<file path="src/rtl/logic_acc_unit_if.sv">
// Operand/result handshake bundle for logic_acc_unit.
// master drives operands and accepts results; slave is the unit itself.
interface logic_acc_unit_if #(
  parameter int WIDTH = 32,
  parameter int CNT_W = 8
);
  logic             in_valid;
  logic             in_ready;
  logic [2:0]       op;
  logic             acc_mode;
  logic             last;
  logic [WIDTH-1:0] i1;
  logic [WIDTH-1:0] i2;
  logic             out_valid;
  logic             out_ready;
  logic [WIDTH-1:0] out;
  logic             zero;
  logic [CNT_W-1:0] beats;

  modport master (
    output in_valid, op, acc_mode, last, i1, i2, out_ready,
    input  in_ready, out_valid, out, zero, beats
  );

  modport slave (
    input  in_valid, op, acc_mode, last, i1, i2, out_ready,
    output in_ready, out_valid, out, zero, beats
  );
endinterface

</file>
<file path="src/rtl/logic_acc_unit.sv">
// Registered bitwise logic unit with valid/ready on both sides.
// Single beats produce one result each; accumulate bursts OR-fold the
// per-beat results and emit one result on the last beat.
module logic_acc_unit #(
  parameter int WIDTH = 32,
  parameter int CNT_W = 8
) (
  input logic clk,
  input logic rst_n,
  logic_acc_unit_if.slave bus
);

  typedef enum logic [1:0] {IDLE, ACC, OUT} state_t;

  state_t           state;
  logic [WIDTH-1:0] acc;
  logic [CNT_W-1:0] cnt;

  logic [WIDTH-1:0] f;
  logic [WIDTH-1:0] acc_next;
  logic [CNT_W-1:0] cnt_next;
  logic             fire_in;
  logic             fire_out;

  // in_ready is held low while reset is asserted, independent of state
  assign bus.in_ready = rst_n &
                        (((state == IDLE) & (~bus.out_valid | bus.out_ready)) |
                         (state == ACC));
  assign fire_in  = bus.in_valid & bus.in_ready;
  assign fire_out = bus.out_valid & bus.out_ready;

  // Per-beat bitwise function selected by op
  always_comb begin
    f = '0;
    case (bus.op)
      3'd0: f = bus.i1 & bus.i2;
      3'd1: f = bus.i1 | bus.i2;
      3'd2: f = bus.i1 ^ bus.i2;
      3'd3: f = ~(bus.i1 | bus.i2);
      3'd4: f = ~(bus.i1 & bus.i2);
      3'd5: f = ~(bus.i1 ^ bus.i2);
      3'd6: f = bus.i1 & ~bus.i2;
      3'd7: f = bus.i1;
      default: f = '0;
    endcase
  end

  // Fold value and saturating beat count for a beat accepted in ACC
  always_comb begin
    acc_next = acc | f;
    cnt_next = (cnt == '1) ? cnt : cnt + CNT_W'(1);
  end

  // Control FSM with registered result, zero flag and beat count
  always_ff @(posedge clk) begin
    if (!rst_n) begin
      state         <= IDLE;
      acc           <= '0;
      cnt           <= '0;
      bus.out_valid <= 1'b0;
      bus.out       <= '0;
      bus.zero      <= 1'b0;
      bus.beats     <= '0;
    end else begin
      case (state)
        IDLE: begin
          // a transfer and a new accept in the same edge replace the result
          if (fire_out) bus.out_valid <= 1'b0;
          if (fire_in) begin
            if (bus.acc_mode && !bus.last) begin
              acc   <= f;
              cnt   <= CNT_W'(1);
              state <= ACC;
            end else begin
              bus.out       <= f;
              bus.zero      <= ~|f;
              bus.beats     <= CNT_W'(1);
              bus.out_valid <= 1'b1;
            end
          end
        end
        ACC: begin
          // acc_mode is ignored here: a burst only ends on last or reset
          if (fire_in) begin
            acc <= acc_next;
            cnt <= cnt_next;
            if (bus.last) begin
              bus.out       <= acc_next;
              bus.zero      <= ~|acc_next;
              bus.beats     <= cnt_next;
              bus.out_valid <= 1'b1;
              state         <= OUT;
            end
          end
        end
        OUT: begin
          if (fire_out) begin
            bus.out_valid <= 1'b0;
            acc           <= '0;
            cnt           <= '0;
            state         <= IDLE;
          end
        end
        default: state <= IDLE;
      endcase
    end
  end

endmodule

</file>
<file path="src/flat_wrapper.sv">
// flat-port wrapper written by rule: the top's interface ports become plain ports
module logic_acc_unit_flat 
#(
  parameter int WIDTH = 32,
  parameter int CNT_W = 8
)
  (clk, rst_n, bus_in_valid, bus_op, bus_acc_mode, bus_last, bus_i1, bus_i2, bus_out_ready, bus_in_ready, bus_out_valid, bus_out, bus_zero, bus_beats);
  logic_acc_unit_if #(.WIDTH(WIDTH), .CNT_W(CNT_W)) bus_i ();
  input logic clk;
  input logic rst_n;
  input wire logic [$bits(bus_i.in_valid)-1:0] bus_in_valid;
  input wire logic [$bits(bus_i.op)-1:0] bus_op;
  input wire logic [$bits(bus_i.acc_mode)-1:0] bus_acc_mode;
  input wire logic [$bits(bus_i.last)-1:0] bus_last;
  input wire logic [$bits(bus_i.i1)-1:0] bus_i1;
  input wire logic [$bits(bus_i.i2)-1:0] bus_i2;
  input wire logic [$bits(bus_i.out_ready)-1:0] bus_out_ready;
  output wire logic [$bits(bus_i.in_ready)-1:0] bus_in_ready;
  output wire logic [$bits(bus_i.out_valid)-1:0] bus_out_valid;
  output wire logic [$bits(bus_i.out)-1:0] bus_out;
  output wire logic [$bits(bus_i.zero)-1:0] bus_zero;
  output wire logic [$bits(bus_i.beats)-1:0] bus_beats;
  assign bus_i.in_valid = bus_in_valid;
  assign bus_i.op = bus_op;
  assign bus_i.acc_mode = bus_acc_mode;
  assign bus_i.last = bus_last;
  assign bus_i.i1 = bus_i1;
  assign bus_i.i2 = bus_i2;
  assign bus_i.out_ready = bus_out_ready;
  assign bus_in_ready = bus_i.in_ready;
  assign bus_out_valid = bus_i.out_valid;
  assign bus_out = bus_i.out;
  assign bus_zero = bus_i.zero;
  assign bus_beats = bus_i.beats;
  logic_acc_unit #(.WIDTH(WIDTH), .CNT_W(CNT_W)) u_core (.clk(clk), .rst_n(rst_n), .bus(bus_i));
endmodule
</file>
<file path="config.mk">
export PLATFORM = sky130hd
export DESIGN_NAME = logic_acc_unit_flat
export DESIGN_NICKNAME = d
export VERILOG_FILES = /design/src/rtl/logic_acc_unit_if.sv /design/src/rtl/logic_acc_unit.sv /design/src/flat_wrapper.sv
export SDC_FILE = /design/constraint.sdc
export NUM_CORES = 1
export LEC_CHECK = 0
export ABC_AREA = 0
export CAP_MARGIN = 20
export CORE_MARGIN = 5
export CORE_UTILIZATION = 45
export CTS_BUF_LIST = sky130_fd_sc_hd__clkbuf_8
export DETAILED_ROUTE_END_ITERATION = 16
export GPL_TIMING_DRIVEN = 0
export PLACE_DENSITY = 0.78
export SYNTH_ARGS = -nofsm -noshare
export SYNTH_HDL_FRONTEND = slang
export SYNTH_SLANG_ARGS = --single-unit
</file>
<file path="constraint.sdc">
create_clock -name clk -period 7 [get_ports clk]
set_input_delay 1.4 -clock clk [delete_from_list [all_inputs] [get_ports clk]]
set_output_delay 1.4 -clock clk [all_outputs]
set_load 0.02 [all_outputs]
</file>
==> impl_metrics.env, run 1 <==
export IMPL_outcome="finished with violations"
export IMPL_place_detailed_instances=1252
export IMPL_cp_cell_sequence="clkdlybuf4s50_1 > clkbuf_1 > and2_1 > clkdlybuf4s50_1"
export IMPL_failed_checks="design-rule violations"
export IMPL_critPathKind="in2out"
export IMPL_worst_endpoint_required_ns=5.60
export IMPL_post_cts_resized_instances=0
export IMPL_power_density_mw_per_mm2=165
export IMPL_timing_critical_path_fanout_max=10
export IMPL_vias=7452
export IMPL_grt_overflow=0
export IMPL_netlist_instances=923
export IMPL_clkLatencyLatePin_ns=0.36
export IMPL_slew_viol_final=0
export IMPL_async_flop_share=0
export IMPL_timing_fmax_mhz=218
export IMPL_post_cts_setup_buffer_count=0
export IMPL_cts_max_path_buffers=2
export IMPL_crit_family="buffers and inverters"
export IMPL_cts_buffers_inserted=9
export IMPL_fill_cells=1471
export IMPL_timing_slew_headroom=0.292
export IMPL_synth_common_cells="130 x a21oi_1, 101 x ha_1, 86 x o21ai_0"
export IMPL_post_synth_top_count_cell="a21oi_1"
export IMPL_post_synth_top_area_fraction=0.229
export IMPL_min_delay_path_class="reg2reg"
export IMPL_end_kind="output pin"
export IMPL_cts_htree_levels=3
export IMPL_drt_vias_per_instance=5.89
export IMPL_leakagePower_nw=3.73
export IMPL_prevailing_post_synth_register_cell="dfxtp_1"
export IMPL_antenna_cells=0
export IMPL_global_route_usage_total=0.238
export IMPL_path_clk_slew_ns=0.08
export IMPL_hpwlAfterDp_um=17500
export IMPL_remaining_drc_errors=1
export IMPL_final_util=0.560
export IMPL_tritoncts="built"
export IMPL_wirelength_um=22800
export IMPL_min_period_ns=4.59
export IMPL_finalHoldViolCount=0
export IMPL_antenna_found_initial=0
export IMPL_number_of_buffers_and_inverters_on_the_critical_path=3
export IMPL_numPortBuffers=113
export IMPL_chipWidth_um=138
export IMPL_first_global_vias=7095
export IMPL_multiInputGateArea_mm2=0.00504
export IMPL_post_layout_nonfiller_instances=1266
export IMPL_cts_sinks=84
export IMPL_postSynthAreaPerCell_um2=7.95
export IMPL_skew_ns=0.00659
export IMPL_grt_pass1_wl_um=36300
export IMPL_final_antenna_net_count=0
export IMPL_firstDrtPassIters=13
export IMPL_die_area_mm2=0.0190
export IMPL_timing_setup_tns_ns=0
export IMPL_clock_root_buffer="clkbuf_8"
export IMPL_largest_net_degree_at_the_start_of_global_routing=13
export IMPL_worst_setup_path_start_kind="primary input"
export IMPL_drt_first_iter_violations=787
export IMPL_max_cap_viol_count=0
export IMPL_worst_ir_drop_vdd_mv=0.108
export IMPL_hold_buffers=0
export IMPL_synth_edff_count=0
export IMPL_areaGrowthSynthToFinish_pct=21.7
export IMPL_final_setup_fails=0
export IMPL_rsz0062_at_grt="no"
export IMPL_synth_seq_area_share=0.229
export IMPL_design_final_nets=1221
export IMPL_rows=46
export IMPL_floorplan_initialDensity=0.460
export IMPL_netlist_top_cells_area="dfxtp_1 23%, ha_1 17%, a21oi_1 8.9%"
export IMPL_worst_ep_arrival_time_ns=3.19
export IMPL_register_bit_count_reported_by_yosys=84
export IMPL_critical_path_slowest_cell="clkdlybuf4s50_1"
export IMPL_regArea_mm2=0.00168
export IMPL_die_y_um=138
export IMPL_syn_cell_area_mm2=0.00734
export IMPL_synthesis_nets=1097
export IMPL_finalWeightedCongestion=0.925
export IMPL_standard_cell_core_area_mm2=0.0159
export IMPL_yosysWarningCount=0
export IMPL_worst_slew_pin_transition_ns=1.05
export IMPL_synth_largest_area_cell="dfxtp_1"
export IMPL_yosys_cell_types_count=64
export IMPL_worst_path_most_repeated_cell="clkdlybuf4s50_1"
export IMPL_final_cycle_share=0.655
export IMPL_post_route_cells_drive_above_1_share=0.0543
export IMPL_critPathMaxStageDelay_ns=0.60
export IMPL_ios=116
export IMPL_detail_route_wl_per_cell_um=18.0
==> final timing paths <==
path,start,to,slack [ns],depth (start not counted)
hold reg to reg,u_core.bus.beats[7],u_core.bus.beats[7],0.46,2
hold / removal,u_core.bus.beats[7],u_core.bus.beats[7],0.46,2
setup reg to reg,u_core.state[1],u_core.bus.zero,3.93,10
setup / recovery,rst_n,bus_in_ready,2.41,4
==> layout make-up <==
type,count,share of cell area
Buffer,72,0.0364
Timing Repair Buffer,113,0.127
Sequential cell,84,0.188
Clock inverter,3,0.00434
Clock buffer,11,0.0170
Multi-Input combinational cell,690,0.565
Inverter,77,0.0324
Tap cell,216,0.0303
==> per-layer routing <==
metal,up-vias,track usage,routed length [um]
met4,0,0.0765,673
li1,3592,-,-
met1,3465,0.320,9810
met3,56,0.0438,1880
met5,-,0,0
met2,339,0.384,10400
==> layout by cell type (no fill, tap or decap), drive strengths merged, types with 5 or more instances in the layout <==
cell type and count:
a221oi 14, nand3 8, inv 78, nand4 5, o22ai 20, a31oi 5
o211ai 6, or4 5, a211oi 43, mux2i 47, nor2b 8, xnor2 11
nor3 14, a21oi 130, nor4 11, nand2b 5, nor2 41, mux2 15
nand2 38, ha 101, buf 32, clkbuf 51, xor2 17, or3 5
dfxtp 84, clkdlybuf4s50 113, o21ai 87
==> where the power goes <==
group | switching, mW | total [mW] | internal [mW]
sequential | 0.0272 | 0.543 | 0.516
clock | 0.169 | 0.348 | 0.179
combinational | 0.348 | 0.582 | 0.234
==> kinds of logic after synthesis <==
family | synth area share
flip-flops | 0.229
AND/OR/NAND/NOR | 0.103
XOR/XNOR | 0.0334
buffers and inverters | 0.0837
multiplexers | 0.0964
adder cells (fa/ha/maj) | 0.172
AO/OA/AOI/OAI | 0.282
==> registers in the layout (all words and copies together), names as in the netlist <==
name and count:
u_core.acc 32, u_core.state 2, u_core.bus.beats 8, u_core.bus.zero 1
u_core.cnt 8, u_core.bus.out_valid 1, u_core.bus.out 32
==> worst min-delay path: stages, from the launching register on <==
cell and delay (ns):
dfxtp_1 0.32, nand2_1 0.05, a21oi_1 0.05
==> stage by stage <==
| stage | setup WS, ns | area [um2] | hold WS [ns] | total power [mW] |
|---|---|---|---|---|
| floorplan | 3.32 | 7340 | 0.458 | 0.906 |
| global placement | 2.24 | 8740 | 0.444 | 1.11 |
| detailed placement | 2.22 | 8740 | 0.451 | 1.12 |
| CTS | 2.43 | 8930 | 0.465 | 1.47 |
| global route | 2.36 | 8930 | 0.496 | 1.55 |
| finish | 2.41 | 8930 | 0.461 | 1.47 |
Power figures use the tool's default switching activity.
==> run 2, diff against run 1 <==
Clock period 7 ns to 4.6 ns, I/O delays scaled along.
==> results of run 2 <==
The final DEF is identical to that of run 1. Status: finished with violations: design-rule violations.
Among the figures that moved: setup slack after placement 2.22 ns -> 0.298 ns; setup slack after layout 2.41 ns -> 0.597 ns; start point of the critical path rst_n -> bus_op[1]; end point of the critical path bus_in_ready -> u_core.acc[24]; register-to-register setup slack 3.93 ns -> 1.53 ns; total power 1.47 mW -> 2.24 mW; worst IR drop on VDD 0.108 mV -> 0.164 mV
==> RTL change 1: new RTL, settings of run 2 <==
`CNT_W` is set to 8 in 3 places; all go to 10.
--- a/src/rtl/logic_acc_unit_if.sv
+++ b/src/rtl/logic_acc_unit_if.sv
@@ -2,7 +2,7 @@
 // master drives operands and accepts results; slave is the unit itself.
 interface logic_acc_unit_if #(
   parameter int WIDTH = 32,
-  parameter int CNT_W = 8
+  parameter int CNT_W = 10
 );
   logic             in_valid;
   logic             in_ready;
--- a/src/rtl/logic_acc_unit.sv
+++ b/src/rtl/logic_acc_unit.sv
@@ -3,7 +3,7 @@
 // per-beat results and emit one result on the last beat.
 module logic_acc_unit #(
   parameter int WIDTH = 32,
-  parameter int CNT_W = 8
+  parameter int CNT_W = 10
 ) (
   input logic clk,
   input logic rst_n,
--- a/src/flat_wrapper.sv
+++ b/src/flat_wrapper.sv
@@ -2,7 +2,7 @@
 module logic_acc_unit_flat 
 #(
   parameter int WIDTH = 32,
-  parameter int CNT_W = 8
+  parameter int CNT_W = 10
 )
   (clk, rst_n, bus_in_valid, bus_op, bus_acc_mode, bus_last, bus_i1, bus_i2, bus_out_ready, bus_in_ready, bus_out_valid, bus_out, bus_zero, bus_beats);
   logic_acc_unit_if #(.WIDTH(WIDTH), .CNT_W(CNT_W)) bus_i ();
Ports: changed (resized bus_beats); port bits go from 116 to 118. The function was not compared with the original's and may differ.
==> RTL change 1 against run 2 <==
- sequential share of layout area increased by 0.39 points
- critical path depth stayed put
- total power up 9.8%
- first-iteration DRC count rose by 11%
- setup slack improved by 0.37 ns
- clock skew up 0.010 ns
- sequential cell count increased by 4
- synthesized area up 2.1%
- final area grew 2.6%
- routed wire length fell by 1.6%
- largest power group unchanged
- critical endpoint is now u_core.acc[26]
==> RTL change 1: results <==
group,metric,value,unit
global_routing,antenna_found_initial,0,
timing,fin_skew,0.0169,ns
route,dr_total_vias,7702,
placed_design,numPortBuffers,115,
cts,clockRootBuffer,"clkbuf_8",
power,leakagePower,0.00380,µW
global_routing,grt_pass1_vias,7319,
route,drtIter0Drc,871,
worst_hold_path,hold_class,"register to register",
synth,ys_top_cells_by_area,"dfxtp_1 (24%), ha_1 (17%), a21oi_1 (9.6%), o21ai_0 (6.0%), nor2_1 (5.2%)",
cells_and_area,fin_nets,1296,
route,drt-total-wl,22400,µm
cts,cts_max_level,3,
synth,synthAdderAreaFrac,16.9,%
worst_setup_path,critical_path.max_fanout,10,
placed_design,gp_congestion,0.942,
worst_setup_path,slowest_stage,"a221oi_1",
status,outcome,"finished clean",
cts,path_clk_slew,0.08,ns
route,firstDrtPassIters,5,
cts,cts_setup_buffers,0,
power,irDropWorstVdd,0.000168,V
synth,ys.flop_type,"dfxtp_1",
worst_setup_path,worstPathArrival,3.93,ns
cells_and_area,drive_above_1_share,6.30,%
synth,mappedNetlistNets,1169,
cts,cts_buffers,9,
cells_and_area,num-fill-cells,1591,
synth,muxShareOfSynthArea,7.89,%
cts,post_cts_resized,0,
worst_setup_path,max_stage_delay,0.68,ns
synth,ys_seq_area_share,23.5,%
synth,synth-async-reset-ratio,0,%
timing,worstMarginPinSlew,0.902,ns
cts,clock_path_buffers,2,
synth,synthXorXnorAreaFrac,3.98,%
cts,hold_buffers,0,
global_routing,grt_first_pass_wirelength,36600,µm
synth,synth.distinct_cells,47,
synth,yosys-top-cells-count,"a21oi_1 (143), nor2_1 (103), ha_1 (101)",
global_routing,grt_start_max_net_pins,16,
cells_and_area,n_antenna_cell,0,
global_routing,grt_usage,22.5,%
synth,synth-compound-area-share,23.7,%
placed_design,hpwl,17300,µm
cts,worstSkewPairLatency,0.37,ns
power,switchingPower,893,µW
-- RTL change 1: cell types whose count changed in the layout (fill, tap and decap cells not counted), moves of 11 or more --
cell / before / now
a21oi_1: 130 / 143
nor2_1: 41 / 103
mux2_2: 11 / 31
nand2_1: 38 / 61
a221oi_1: 14 / 25
xnor2_1: 11 / 27
nand2b_1: 5 / 26
mux2i_1: 47 / 14
a211oi_1: 43 / 6
-- RTL change 1: path summary, 6_finish.rpt --
path	start	to	slack, ns	cells past startpoint
min	u_core.bus.beats[3]	u_core.bus.beats[3]	0.46	2
max	bus_op[2]	u_core.acc[26]	0.97	11
min reg2reg	u_core.bus.beats[3]	u_core.bus.beats[3]	0.46	2
max reg2reg	u_core.state[1]	u_core.bus.out[27]	1.84	9
-- RTL change 1: cell families after synthesis --
family | count (synthesis)
AO/OA/AOI/OAI | 313
AND/OR/NAND/NOR | 257
buffers and inverters | 151
adder cells (fa/ha/maj) | 101
flip-flops | 88
multiplexers | 51
XOR/XNOR | 34
-- RTL change 1: metal layers --
layer / GRT usage [%] / wire length, µm / vias up
met5: 0 / 0 / -
met4: 6.39 / 521 / 0
met3: 3.38 / 1570 / 38
met2: 38.4 / 10700 / 301
met1: 29.5 / 9550 / 3641
li1: - / - / 3722
-- RTL change 1: power by group through the flow --
stage                     registers, µW  logic, µW  clock network (µW)
after global routing                884       1030                 687
final                               876        934                 652
after detailed placement            892        916                   0
after CTS                           875        922                 655
after floorplan                     925        541                   0
after global placement              890        898                   0
-- RTL change 1: layout make-up --
class                   instances  share of cell area, %
inverters                      78                   3.20
repair buffers                116                   12.6
clock inverters                 7                   1.31
multi-input cells             756                   55.6
well taps                     220                   3.00
clock buffers                   9                   1.35
flip-flops and latches         88                   19.2
plain buffers                  73                   3.65
-- RTL change 1: worst register-to-register path, delay by kind of cell (launching register included) --
family,cells,cell delay [ns]
buffers and inverters,4,1.24
DFF,1,0.36
AOI/OAI and AO/OA,3,0.48
and+or+nand+nor,1,0.35
adders and majority gates,1,0.27
-- RTL change 1: metrics by stage --
| step | utilization, % | area [µm²] | worst slack (ns) | instances | hold slack, ns |
|---|---|---|---|---|---|
| 2_1_floorplan | - | 7490 | 1.69 | 995 | 0.442 |
| 3_3_place_gp | 54.1 | 8910 | 0.642 | 1330 | 0.444 |
| 6_report | 55.6 | 9160 | 0.971 | 1347 | 0.458 |
| 5_1_grt | 55.6 | 9160 | 0.765 | 1347 | 0.478 |
| 4_1_cts | 55.6 | 9160 | 0.992 | 1346 | 0.462 |
| 3_5_place_dp | 54.1 | 8910 | 0.622 | 1330 | 0.451 |
==> RTL change 2: new RTL, flow settings as in run 2 <==
Made on the original files. Make the reset (`rst_n`) asynchronous in one clocked block.
--- a/src/rtl/logic_acc_unit.sv
+++ b/src/rtl/logic_acc_unit.sv
@@ -52,7 +52,7 @@
   end
 
   // Control FSM with registered result, zero flag and beat count
-  always_ff @(posedge clk) begin
+  always_ff @(posedge clk or negedge rst_n) begin
     if (!rst_n) begin
       state         <= IDLE;
       acc           <= '0;
Behaviour: not the same (a bounded check fails within 4 cycles, from zero or initial values and one cycle with rst_n low; the reset may be asserted at any time).
==> RTL change 2 against run 2 <==
- final area grew 2.4%
- synthesized area grew 2.2%
- clock skew grew 0.0049 ns
- sequential cell count unchanged
- routed wire length down 6.1%
- setup slack better by 0.51 ns
- first-iteration DRC count down 23%
- largest cell class unchanged
Power is not compared: it rests on default switching activity, and its combinational part moved more than twofold at a synthesized area within 25%.
==> RTL change 2: results <==
group,metric,value,unit
global_routing,grt_usage,21.7,%
synth,mappedNetlistNets,1058,
cts,cts_max_level,3,
worst_setup_path,worstPathArrival,2.57,ns
cells_and_area,num-fill-cells,1532,
cells_and_area,drive_above_1_share,7.21,%
timing,worstMarginPinSlew,1.12,ns
cells_and_area,fin_nets,1185,
route,drtIter0Drc,604,
global_routing,grt_start_max_net_pins,69,
worst_hold_path,hold_class,"input pin to async pin",
cells_and_area,n_antenna_cell,0,
synth,synthXorXnorAreaFrac,0.234,%
synth,ys.flop_type,"dfrtp_1",
worst_setup_path,critical_path.max_fanout,68,
route,dr_total_vias,7174,
synth,muxShareOfSynthArea,12.2,%
worst_setup_path,slowest_stage,"clkdlybuf4s50_1",
synth,ys_top_cells_by_area,"dfrtp_1 (28%), ha_1 (17%), a21oi_1 (8.5%), mux2i_1 (6.8%), o21ai_0 (6.5%)",
placed_design,numPortBuffers,114,
timing,fin_skew,0.0115,ns
power,irDropWorstVdd,0.000302,V
synth,synth-compound-area-share,24.2,%
power,p_int,2220,µW
synth,synthAdderAreaFrac,16.9,%
synth,ys_seq_area_share,28.0,%
cells_and_area,reg.largest.list,"u_core.acc x32, u_core.bus.out x32",
route,firstDrtPassIters,5,
status,outcome,"finished clean",
cts,cts_setup_buffers,0,
synth,synth-async-reset-ratio,100,%
placed_design,hpwl,16900,µm
cts,clockRootBuffer,"clkbuf_8",
power,leakagePower,0.00422,µW
worst_setup_path,max_stage_delay,0.67,ns
route,wire_per_inst,17.3,µm
power,combPwrFrac,55.0,%
synth,synth.distinct_cells,62,
power,p_clk_share,13.3,%
placed_design,gp_congestion,0.892,
cts,worstSkewPairLatency,0.36,ns
cts,hold_buffers,0,
global_routing,grt_pass1_vias,7097,
cts,path_clk_slew,0.08,ns
synth,yosys-top-cells-count,"a21oi_1 (127), ha_1 (101), o21ai_0 (97)",
global_routing,grt_first_pass_wirelength,35000,µm
-- RTL change 2: cell families after synthesis --
group                      after synthesis
and+or+nand+nor                        172
AOI/OAI and AO/OA                      311
buffers and inverters                  133
DFF                                     84
adders and majority gates              101
xor gates and xnor gates                 2
muxes                                   81
-- RTL change 2: per-stage QoR --
stage                     worst slack, ns  hold WS [ns]  power [µW]  std cells  instance area (µm²)
final                                1.11         0.437        4090       1233                 9140
after floorplan                      1.82         0.498        2650        884                 7500
after global routing                0.924         0.445        4390       1233                 9140
after CTS                            1.05         0.434        4070       1232                 9130
after detailed placement            0.868         0.472        3520       1219                 8940
after global placement              -1.89         0.460        3460       1218                 8910
-- RTL change 2: layout make-up --
type	count	area (µm²)	area share, %
Timing Repair Buffer	116	1170	12.8
Buffer	61	283	3.09
Clock buffer	9	124	1.36
Tap cell	220	275	3.01
Sequential cell	84	2100	23.0
Clock inverter	4	68.8	0.753
Inverter	72	270	2.96
Multi-Input combinational cell	667	4840	53.0
-- RTL change 2: final timing paths --
kind | slack, ns | cells after the start | to | from
max reg2reg | 1.31 | 9 | u_core.bus.beats[3] | u_core.state[1]
min in group clk | 0.48 | 2 | u_core.bus.out[5] | u_core.bus.out[5]
max in group asynchronous | 3.55 | 2 | u_core.bus.out[14] | rst_n
min | 0.44 | 1 | u_core.bus.beats[2] | rst_n
max | 1.11 | 5 | bus_in_ready | rst_n
min reg2reg | 0.48 | 2 | u_core.bus.out[5] | u_core.bus.out[5]
-- RTL change 2: metal layers --
metal  track usage (%)  vias up  share of wire [%]
met3              3.72       41                7.3
li1                  -     3422                  -
met1              28.6     3405                 44
met5                 0        -                  0
met4              6.49        0                1.8
met2              36.5      306                 47
